<file path="src/rtl/ascon128_enc_sequencer.sv">
// Load/run/output sequencer wrapped around the two-round-per-cycle Ascon-128 core.
// Buffers one key/nonce/AD/plaintext message, runs the core once, then returns ciphertext and tag.
module ascon128_enc_sequencer #(
    parameter int unsigned CORE_LAT = 25
) (
    input  logic         clk,
    input  logic         reset,
    input  logic         in_valid,
    output logic         in_ready,
    input  logic [31:0]  in_data,
    output logic [127:0] core_sk,
    output logic [127:0] core_n,
    output logic [63:0]  core_a,
    output logic [63:0]  core_p,
    output logic         core_rst,
    input  logic [63:0]  core_c,
    input  logic [127:0] core_t,
    output logic         out_valid,
    input  logic         out_ready,
    output logic [63:0]  out_c,
    output logic [127:0] out_t,
    output logic         busy
);

    localparam int unsigned WCNT_W    = 4;
    localparam int unsigned RCNT_W    = 5;
    localparam int unsigned LAST_WORD = 11;

    localparam logic [1:0] S_LOAD = 2'd0;
    localparam logic [1:0] S_RUN  = 2'd1;
    localparam logic [1:0] S_OUT  = 2'd2;

    logic [1:0]        state, state_next;
    logic [WCNT_W-1:0] wcnt, wcnt_next;
    logic [RCNT_W-1:0] rcnt, rcnt_next;
    logic              out_valid_next;
    logic              accept;
    logic              capture;

    // Control registers
    always_ff @(posedge clk) begin
        if (reset) begin
            state     <= S_LOAD;
            wcnt      <= '0;
            rcnt      <= '0;
            in_ready  <= 1'b0;
            core_rst  <= 1'b1;
            out_valid <= 1'b0;
            busy      <= 1'b0;
        end else begin
            state     <= state_next;
            wcnt      <= wcnt_next;
            rcnt      <= rcnt_next;
            in_ready  <= (state_next == S_LOAD);
            core_rst  <= (state_next != S_RUN);
            out_valid <= out_valid_next;
            busy      <= (state_next != S_LOAD);
        end
    end

    // Next-state and counter logic
    always_comb begin
        state_next     = state;
        wcnt_next      = wcnt;
        rcnt_next      = rcnt;
        out_valid_next = out_valid;
        accept         = 1'b0;
        capture        = 1'b0;
        unique case (state)
            S_LOAD: begin
                if (in_valid && in_ready) begin
                    accept = 1'b1;
                    if (wcnt == WCNT_W'(LAST_WORD)) begin
                        wcnt_next  = '0;
                        rcnt_next  = '0;
                        state_next = S_RUN;
                    end else begin
                        wcnt_next = wcnt + WCNT_W'(1);
                    end
                end
            end
            S_RUN: begin
                rcnt_next = rcnt + RCNT_W'(1);
                if (rcnt == RCNT_W'(CORE_LAT)) begin
                    capture        = 1'b1;
                    out_valid_next = 1'b1;
                    state_next     = S_OUT;
                end
            end
            S_OUT: begin
                if (out_valid && out_ready) begin
                    out_valid_next = 1'b0;
                    state_next     = S_LOAD;
                end
            end
            default: state_next = S_LOAD;
        endcase
    end

    // Message buffer (MSW first) and result capture
    always_ff @(posedge clk) begin
        if (reset) begin
            core_sk <= '0;
            core_n  <= '0;
            core_a  <= '0;
            core_p  <= '0;
            out_c   <= '0;
            out_t   <= '0;
        end else begin
            if (accept) begin
                unique case (wcnt)
                    4'd0:    core_sk[127:96] <= in_data;
                    4'd1:    core_sk[95:64]  <= in_data;
                    4'd2:    core_sk[63:32]  <= in_data;
                    4'd3:    core_sk[31:0]   <= in_data;
                    4'd4:    core_n[127:96]  <= in_data;
                    4'd5:    core_n[95:64]   <= in_data;
                    4'd6:    core_n[63:32]   <= in_data;
                    4'd7:    core_n[31:0]    <= in_data;
                    4'd8:    core_a[63:32]   <= in_data;
                    4'd9:    core_a[31:0]    <= in_data;
                    4'd10:   core_p[63:32]   <= in_data;
                    4'd11:   core_p[31:0]    <= in_data;
                    default: ;
                endcase
            end
            if (capture) begin
                out_c <= core_c;
                out_t <= core_t;
            end
        end
    end

endmodule

</file>
<file path="config.mk">
export PLATFORM = sky130hd
export DESIGN_NAME = ascon128_enc_sequencer
export DESIGN_NICKNAME = d
export VERILOG_FILES = /design/src/rtl/ascon128_enc_sequencer.sv
export SDC_FILE = /design/constraint.sdc
export NUM_CORES = 1
export LEC_CHECK = 0
export CAP_MARGIN = 20
export CELL_PAD_IN_SITES_DETAIL_PLACEMENT = 1
export CELL_PAD_IN_SITES_GLOBAL_PLACEMENT = 1
export CORE_AREA = 3 3 313 315
export DETAILED_ROUTE_END_ITERATION = 16
export DIE_AREA = 0 0 316 318
export PLACE_DENSITY = 0.65
export SYNTH_ARGS = -nofsm -noshare
export SYNTH_HDL_FRONTEND = slang
export SYNTH_SLANG_ARGS = --single-unit
</file>
<file path="constraint.sdc">
create_clock -name clk -period 2.95 [get_ports clk]
set_input_delay 0.885 -clock clk [delete_from_list [all_inputs] [get_ports clk]]
set_output_delay 0.885 -clock clk [all_outputs]
set_load 0.005 [all_outputs]
</file>
Word level (Yosys, flattened, before mapping)
Index checks and enable logic that the tools add are counted.
Word-level totals
  logic and storage cells: 81
  input bits: 228
  bits in registers: 591
  output and inout port bits: 580
Cells by class
  mux-type cells: 16
  reduce and logical (&&, ||, !) cells: 23
  equal/unequal tests: 19
  add/sub/neg operators: 2
Operators by type and width (count)
  $reduce_and 2->1: 13
  $eq 4x3->1 const B: 4
  $eq 4x4->1 const B: 4
  $mux 5: 2
  $pmux 5 s2: 1
  $eq 4x2->1 const B: 2
  $mux 2: 4
  $ne 2x2->1 const B: 4
  $mux 1: 6
  $pmux 2 s3: 1
  $reduce_and 3->1: 2
  $reduce_bool 2->1: 3
  $add 5x1->5 const B: 1
  $eq 5x5->1 const B: 1
  $add 4x1->4 const B: 1
  $eq 4x1->1 const B: 1
  $logic_not 2->1: 2
  $logic_not 4->1: 1
  $mux 4: 1
  $eq 2x1->1 const B: 1
  $eq 2x2->1 const B: 1
  $logic_and 1x1->1: 2
  $ne 2x1->1 const B: 1
  $pmux 1 s2: 1

Depth between registers and ports, before layout
Gate-level depths: netlist of run 1.
  depth after elaboration: 5
  gate-level depth with buffers: 9
  depth with buffers taken out: 6

Worst setup path after synthesis of run 1
OpenSTA, ideal clock, no wires.
  kind: in2reg
  start point: input port in_valid
  end point: register core_rst
  stages: 5
  setup time: 134 ps
  arrival: 1838 ps
  required time: 2816 ps
  path slack: 978 ps
  path buffers: 1
  cells stage by stage: and4_1 and2_1 buf_4 a21oi_2 or4b_1
On the way
  word-level cells in the longest chain between the ends: 4
RTL lines
  start: declaration: line 8  | input logic in_valid,
  $logic_and 1x1->1: line 71  | if (in_valid && in_ready) begin
  $mux 2: line 71
  $pmux 2 s3: line 69  | unique case (state)
  $ne 2x1->1: line 55  | core_rst <= (state_next != S_RUN);
  end signal: assignment: line 55
  end: declaration: line 15  | output logic core_rst,
No other way between the ends.
A chain may end at the register's enable or synchronous reset.

Worst setup path after layout of run 1
  start point: register in_ready
  end point: output port in_ready
RTL lines
  start: declaration: line 9  | output logic in_ready,
  start signal: assignment: line 54  | in_ready <= (state_next == S_LOAD);
No word-level cell between the ends.

==> metrics.md, run 1 <==
| Metric | Value |
|---|---|
| Status | `finished clean` |
| Slew at the pin closest to its max-slew limit | `775 ps` |
| P_leak | `10.8 nW` |
| Post-CTS Setup Bufs | `0` |
| CP Launch Point | `in_ready$_SDFF_PP0_` |
| Residual DRC | `0` |
| Reg-to-reg startpoint | `rcnt[0]$_SDFFE_PP0P_` |
| Cell Area, Synth | `20700 sq um` |
| Largest net degree at the start of global routing | `106` |
| Clock power frac | `50.3%` |
| Post-route ant nets | `0` |
| Via count | `20983` |
| Number of enable flip-flop cells after synthesis | `0` |
| Ys Warns | `0` |
| Dpl cell area | `30400 sq um` |
| Cts hold-fix bufs | `0` |
| GRT overflow | `0` |
| Setup_tns | `0 ps` |
| Flops & latches, synth | `591` |
| Dpl ws | `256 ps` |
| Unique masters post-synth | `41` |
| Adder-Cell Fraction of Synth Area | `0.603%` |
| Mux cell area share after synthesis | `0%` |
| Routed vias/inst | `4.46` |
| Routed length per instance | `22.8 um` |
| Top post-synthesis cells by area | `dfxtp_1, nand2_1, a21oi_1` |
| Worst Setup Start Kind | `flip-flop` |
| Min-Delay Path Depth | `2` |
| Worst Hold Endpoint | `out_t[87]$_SDFFE_PP0P_` |
| Maximum fanout along the worst path | `7` |
| Die span in y | `318 um` |
| HP Class | `reg -> reg` |
| Syn avg cell area | `7.83 sq um` |
| Multi-input gate area | `7910 sq um` |
| Initial antenna violation count | `7` |
| Vias in the first global route | `20728` |
| XOR/XNOR Fraction of Synth Area | `0.0422%` |
| CTS H-Tree Depth | `3` |
| Detailed Routing Iterations Pass 1 | `5` |
| Fmax | `373 MHz` |
| Sw Ratio | `23.5%` |
| Post-Route WL | `108000 um` |
| Clock Skew | `28.0 ps` |
| Critical path, cell by cell | `clkdlybuf4s50_1` |
| Slew Limit Fails | `0` |
| Layout net count | `3625` |
| Worst r2r dst | `out_c[61]$_SDFFE_PP0P_` |
| Delay-heaviest family, CP | `buffers and inverters` |
| Area growth from synthesis to layout | `58.1%` |
| Final WS setup | `270 ps` |
| Starting DRT DRC Count | `1311` |
| Tmin final | `2680 ps` |
| Sequential cell area | `11800 sq um` |
| Pwr/cell area | `549 nW/um^2` |
| CP Class | `reg -> out` |
| Main synth FF type | `dfxtp_1` |
| Clock edge transition at the registers on the reported setup and hold paths | `60 ps` |
| Overall Global Routing Usage | `20.5%` |
| Fillers | `11212` |
| RSZ-0062 raised after global routing | `no` |
| Leading area contributor after synthesis | `dfxtp_1` |
| CTS tree | `done` |
| CP peak stage delay | `680 ps` |
| Top-Level Pins | `808` |
| Post-synthesis async set-or-reset flop share | `0%` |
| Synthesized net count | `2887` |
| CORE AREA | `95200 sq um` |
| Slew Limit Headroom | `48.2%` |
| Final Hold Fails | `0` |
| Final Cycle Share | `90.9%` |
| Largest family of logic cells by synthesized area | `simple AND/OR/NAND/NOR gates` |
| Peak supply drop | `0.363 mV` |
| Std cell rows | `113` |
| Required @ worst endpoint | `2070 ps` |
| Slowest CP cell | `clkdlybuf4s50_1` |
| Synth Area in Compound Gates | `14.8%` |
| Count of final setup violators | `0` |
| Register area share after synthesis | `57.0%` |
| Reg2reg setup slack | `790 ps` |
| Total CTS buffers | `73` |
| Die W | `316 um` |
| Worst Path Buf+Inv | `1` |
| Logic pwr share | `5.1%` |
| Clk buf depth | `3` |
| CTS Root Cell | `clkbuf_16` |
| Int Power | `0.0138 W` |
| Share of cells above drive strength 1 | `6.51%` |
| Synth Instances | `2649` |
| Post-Synth Simple-Gate Area | `22.4%` |
| Beginning of the worst hold path | `out_t[87]$_SDFFE_PP0P_` |
| Switching pwr | `0.00423 W` |
| Detail Placement HPWL | `77400 um` |
| Die area | `100000 sq um` |
| RD Place Congestion | `0.826` |
| Final core utilization | `34.5%` |
| Crit end category | `primary output` |
| Number of max-cap violations | `0` |
| Initial Utilization | `21.8%` |
| Critical Path AT | `1800 ps` |
| Flop pwr share | `44.6%` |
| Area share of the largest cell type after synthesis | `57.0%` |
| Skew-Pair Late Insertion Delay | `640 ps` |
| PostCTS Resize Cnt | `0` |
| First-pass GRT wire length | `151000 um` |
| # clock sinks | `591` |
| Hold WS | `450 ps` |
| Final instance area | `32800 sq um` |
| R2R cell count | `6` |
| # port buffers | `807` |
cell families (layout without fill, tap and decap cells):
group | Yosys count | after routing
flops | 591 | 591
other cells | 0 | 2
simple gates | 1207 | 1207
fa+ha+maj | 10 | 10
buf+inv | 239 | 1032
xor+xnor | 1 | 1
compound gates | 601 | 601
cell usage after synthesis, drive strengths merged, types with 2 or more instances:
| library cell | n |
|---|---|
| dfxtp | 591 |
| nand2 | 1162 |
| nand2b | 2 |
| nand3 | 8 |
| and3b | 3 |
| nor3 | 5 |
| ha | 10 |
| buf | 120 |
| inv | 10 |
| or3 | 2 |
| o211ai | 2 |
| and2 | 3 |
| nor2 | 2 |
| clkbuf | 109 |
| o21ai | 4 |
| and3 | 8 |
| and4b | 2 |
| nand3b | 5 |
| o41ai | 2 |
| a21oi | 582 |
| o311ai | 2 |
sequential cells by signal (all words and copies together), names as in the netlist:
register,count
core_n,128
core_sk,128
out_t,128
core_a,64
core_p,64
out_c,64
rcnt,5
wcnt,4
state,2
busy,1
core_rst,1
in_ready,1
out_valid,1
power by group through the flow:
| stage | clock, W | combinational [W] | sequential [W] |
|---|---|---|---|
| after floorplan | 0 | 0.000252 | 0.00822 |
| after CTS | 0.00934 | 0.000929 | 0.00804 |
| after global placement | 0 | 0.000919 | 0.00822 |
| final | 0.00906 | 0.000913 | 0.00804 |
| after global routing | 0.00966 | 0.000973 | 0.00804 |
| after detailed placement | 0 | 0.000925 | 0.00822 |
layer usage:
layer	up-vias	track usage [%]	share of wire, %
met3	143	6.26	7.4
met1	10205	23.3	39
met2	658	36.3	50
met5	-	0	0.037
li1	9973	-	-
met4	4	6.32	3.0
worst max-delay path by stage:
stage	end	slack, ps	cells past startpoint
floorplan	core_rst$_SDFF_PP1_	980	5
global placement	core_p[53]$_SDFFE_PP0P_	300	6
detailed placement	core_a[51]$_SDFFE_PP0P_	260	6
CTS	in_ready	220	1
global route	in_ready	190	1
finish	in_ready	270	1
cell type report:
class,count,share of cell area (%)
multi-input cells,1819,24.1
flip-flops and latches,591,36.1
diodes,2,0.0153
inverters,10,0.114
repair buffers,892,27.5
well taps,1265,4.82
clock buffers,108,6.68
clock inverters,22,0.652
layout by cell type, fill, tap and decap left out, types with 2 or more instances in the layout:
cell,netlist,routed
nor3_1,5,4
buf_12,0,25
inv_6,0,2
clkbuf_1,109,15
clkbuf_8,0,17
and3b_2,0,3
dfxtp_1,591,591
o311ai_0,2,2
clkdlybuf4s50_1,0,806
and4b_1,2,2
ha_1,10,10
bufinv_16,0,2
clkbuf_16,0,76
o21ai_0,4,4
clkinv_2,0,13
a21oi_1,581,581
and3_1,8,4
nand2b_1,2,2
inv_1,10,10
clkinvlp_4,0,2
nor2_1,2,2
o41ai_1,2,2
buf_4,3,60
o211ai_1,2,2
nand3_2,0,7
diode_2,0,2
inv_16,0,2
and3_2,0,4
nand2_1,1162,1160
nand3b_1,5,5
per-stage QoR:
| step | cells | total power, W |
|---|---|---|
| 2_1_floorplan | 2649 | 0.00847 |
| 3_3_place_gp | 4577 | 0.00913 |
| 3_5_place_dp | 4577 | 0.00914 |
| 4_1_cts | 4707 | 0.0183 |
| 5_1_grt | 4707 | 0.0187 |
| 6_report | 4709 | 0.0180 |
No activity file was read; power rests on OpenSTA's default activity.
==> inputs of run 2 (changes only) <==
--- a/config.mk
+++ b/config.mk
@@ -11,6 +11,7 @@
 export CORE_AREA = 3 3 313 315
 export DETAILED_ROUTE_END_ITERATION = 16
 export DIE_AREA = 0 0 316 318
+export HOLD_SLACK_MARGIN = 0.05
 export PLACE_DENSITY = 0.65
 export SYNTH_ARGS = -nofsm -noshare
 export SYNTH_HDL_FRONTEND = slang
==> results of run 2 <==
The final DEF is identical to that of run 1; final timing and power are the same.
==> inputs of run 3 (changes only) <==
--- a/config.mk
+++ b/config.mk
@@ -13,6 +13,7 @@
 export DIE_AREA = 0 0 316 318
 export HOLD_SLACK_MARGIN = 0.05
 export PLACE_DENSITY = 0.65
+export SLEW_MARGIN = 20
 export SYNTH_ARGS = -nofsm -noshare
 export SYNTH_HDL_FRONTEND = slang
 export SYNTH_SLANG_ARGS = --single-unit
==> results of run 3 <==
The final DEF is identical to that of run 1; final timing and power are the same.
==> RTL edit: new RTL, config.mk and constraints of run 3 <==
One comparison of `rcnt` changes from == to >=.
--- a/src/rtl/ascon128_enc_sequencer.sv
+++ b/src/rtl/ascon128_enc_sequencer.sv
@@ -81,7 +81,7 @@
             end
             S_RUN: begin
                 rcnt_next = rcnt + RCNT_W'(1);
-                if (rcnt == RCNT_W'(CORE_LAT)) begin
+                if (rcnt >= RCNT_W'(CORE_LAT)) begin
                     capture        = 1'b1;
                     out_valid_next = 1'b1;
                     state_next     = S_OUT;
Check against the original RTL: no difference found for any inputs over 4 cycles, from zero or initial values and one cycle with reset high; that may be too few to reach the edited logic, so the function may still have changed.
==> RTL edit against run 3 <==
  * Maximum frequency rose by 6.3%
  * Routed wire length decreased by 6.8%
  * Area after synthesis up 1.9%
  * Sequential cell count stayed put
  * Power shrank 0.31%
  * Global-route usage shrank 1.3 points
  * Final area is 0.87% higher
  * Clock skew is 0.0096 ns lower
  * Via count down 1.3%
  * Worst setup slack better by 0.16 ns
==> RTL edit: results <==
placement:
  dp.final_hpwl_mm: 72.4
  place_area_sq_um: 30700
power_and_ir_drop:
  p_sw_frac: 0.234
  clkPwrFrac: 0.500
  p_leak_nw: 10.8
  ir_drop_v: 0.000371
synth:
  syn_nets: 2896
  synth_area_leaders: "dfxtp_1, nand2_1, a21oi_1"
  avgSynthCellArea_sq_um: 7.95
  synth_compound_area_frac: 0.151
  synth_top_cells_by_count: "nand2_1, dfxtp_1, a21oi_1"
  yosys.area_share.xor_xnor: 0
layout:
  drive_above_1_share: 0.0754
  fin_nets: 3649
grt:
  grt.met1_usage: 0.220
  grt_usage: 0.192
timing:
  worst_pin_slew_ns: 0.622
route:
  wl_met2_mm: 51.0
  m1WireLength_mm: 40.2
  top_layer: "met4"
worst_setup_path:
  cp_data_arrival_time_ns: 1.64
  path_max_fanout: 6
  slowest_delay_ns: 0.59
  worstReg2RegEnd: "core_sk[109]$_SDFFE_PP0P_"
status:
  run_status: "completed"
RTL edit: cell type report:
| class | instances | area (sq um) | area share |
|---|---|---|---|
| timing repair buffer | 908 | 9220 | 0.278 |
| multi-input combinational | 1830 | 8060 | 0.244 |
| clock buffer | 103 | 2120 | 0.0641 |
| inverter | 7 | 26.3 | 0.000794 |
| tap | 1265 | 1580 | 0.0478 |
| clock inverter | 24 | 253 | 0.00764 |
| sequential | 591 | 11800 | 0.358 |
| antenna | 2 | 5.00 | 0.000151 |
RTL edit: how the worst min path moves through the flow:
stage | startpoint | end | slack (ns)
detailed placement | core_n[126]$_SDFFE_PP0P_ | core_n[126]$_SDFFE_PP0P_ | 0.45
global route | out_t[57]$_SDFFE_PP0P_ | out_t[57]$_SDFFE_PP0P_ | 0.47
CTS | core_n[126]$_SDFFE_PP0P_ | core_n[126]$_SDFFE_PP0P_ | 0.45
global placement | core_sk[54]$_SDFFE_PP0P_ | core_sk[54]$_SDFFE_PP0P_ | 0.44
finish | core_n[116]$_SDFFE_PP0P_ | core_n[116]$_SDFFE_PP0P_ | 0.45
floorplan | core_a[0]$_SDFFE_PP0P_ | core_a[0]$_SDFFE_PP0P_ | 0.45
RTL edit: tightest hold or removal path, stage by stage (launching register included):
cell     delay, ns
dfxtp_1       0.30
nand2_1       0.05
a21oi_1       0.05
RTL edit: metrics by stage:
stage	hold slack, ns	worst slack [ns]	std cells	util
after detailed placement	0.446	0.285	4601	0.323
after CTS	0.453	0.349	4728	0.348
final	0.451	0.429	4730	0.348
after global placement	0.440	0.309	4601	0.323
after global routing	0.470	0.316	4728	0.348
after floorplan	0.453	0.951	2658	-
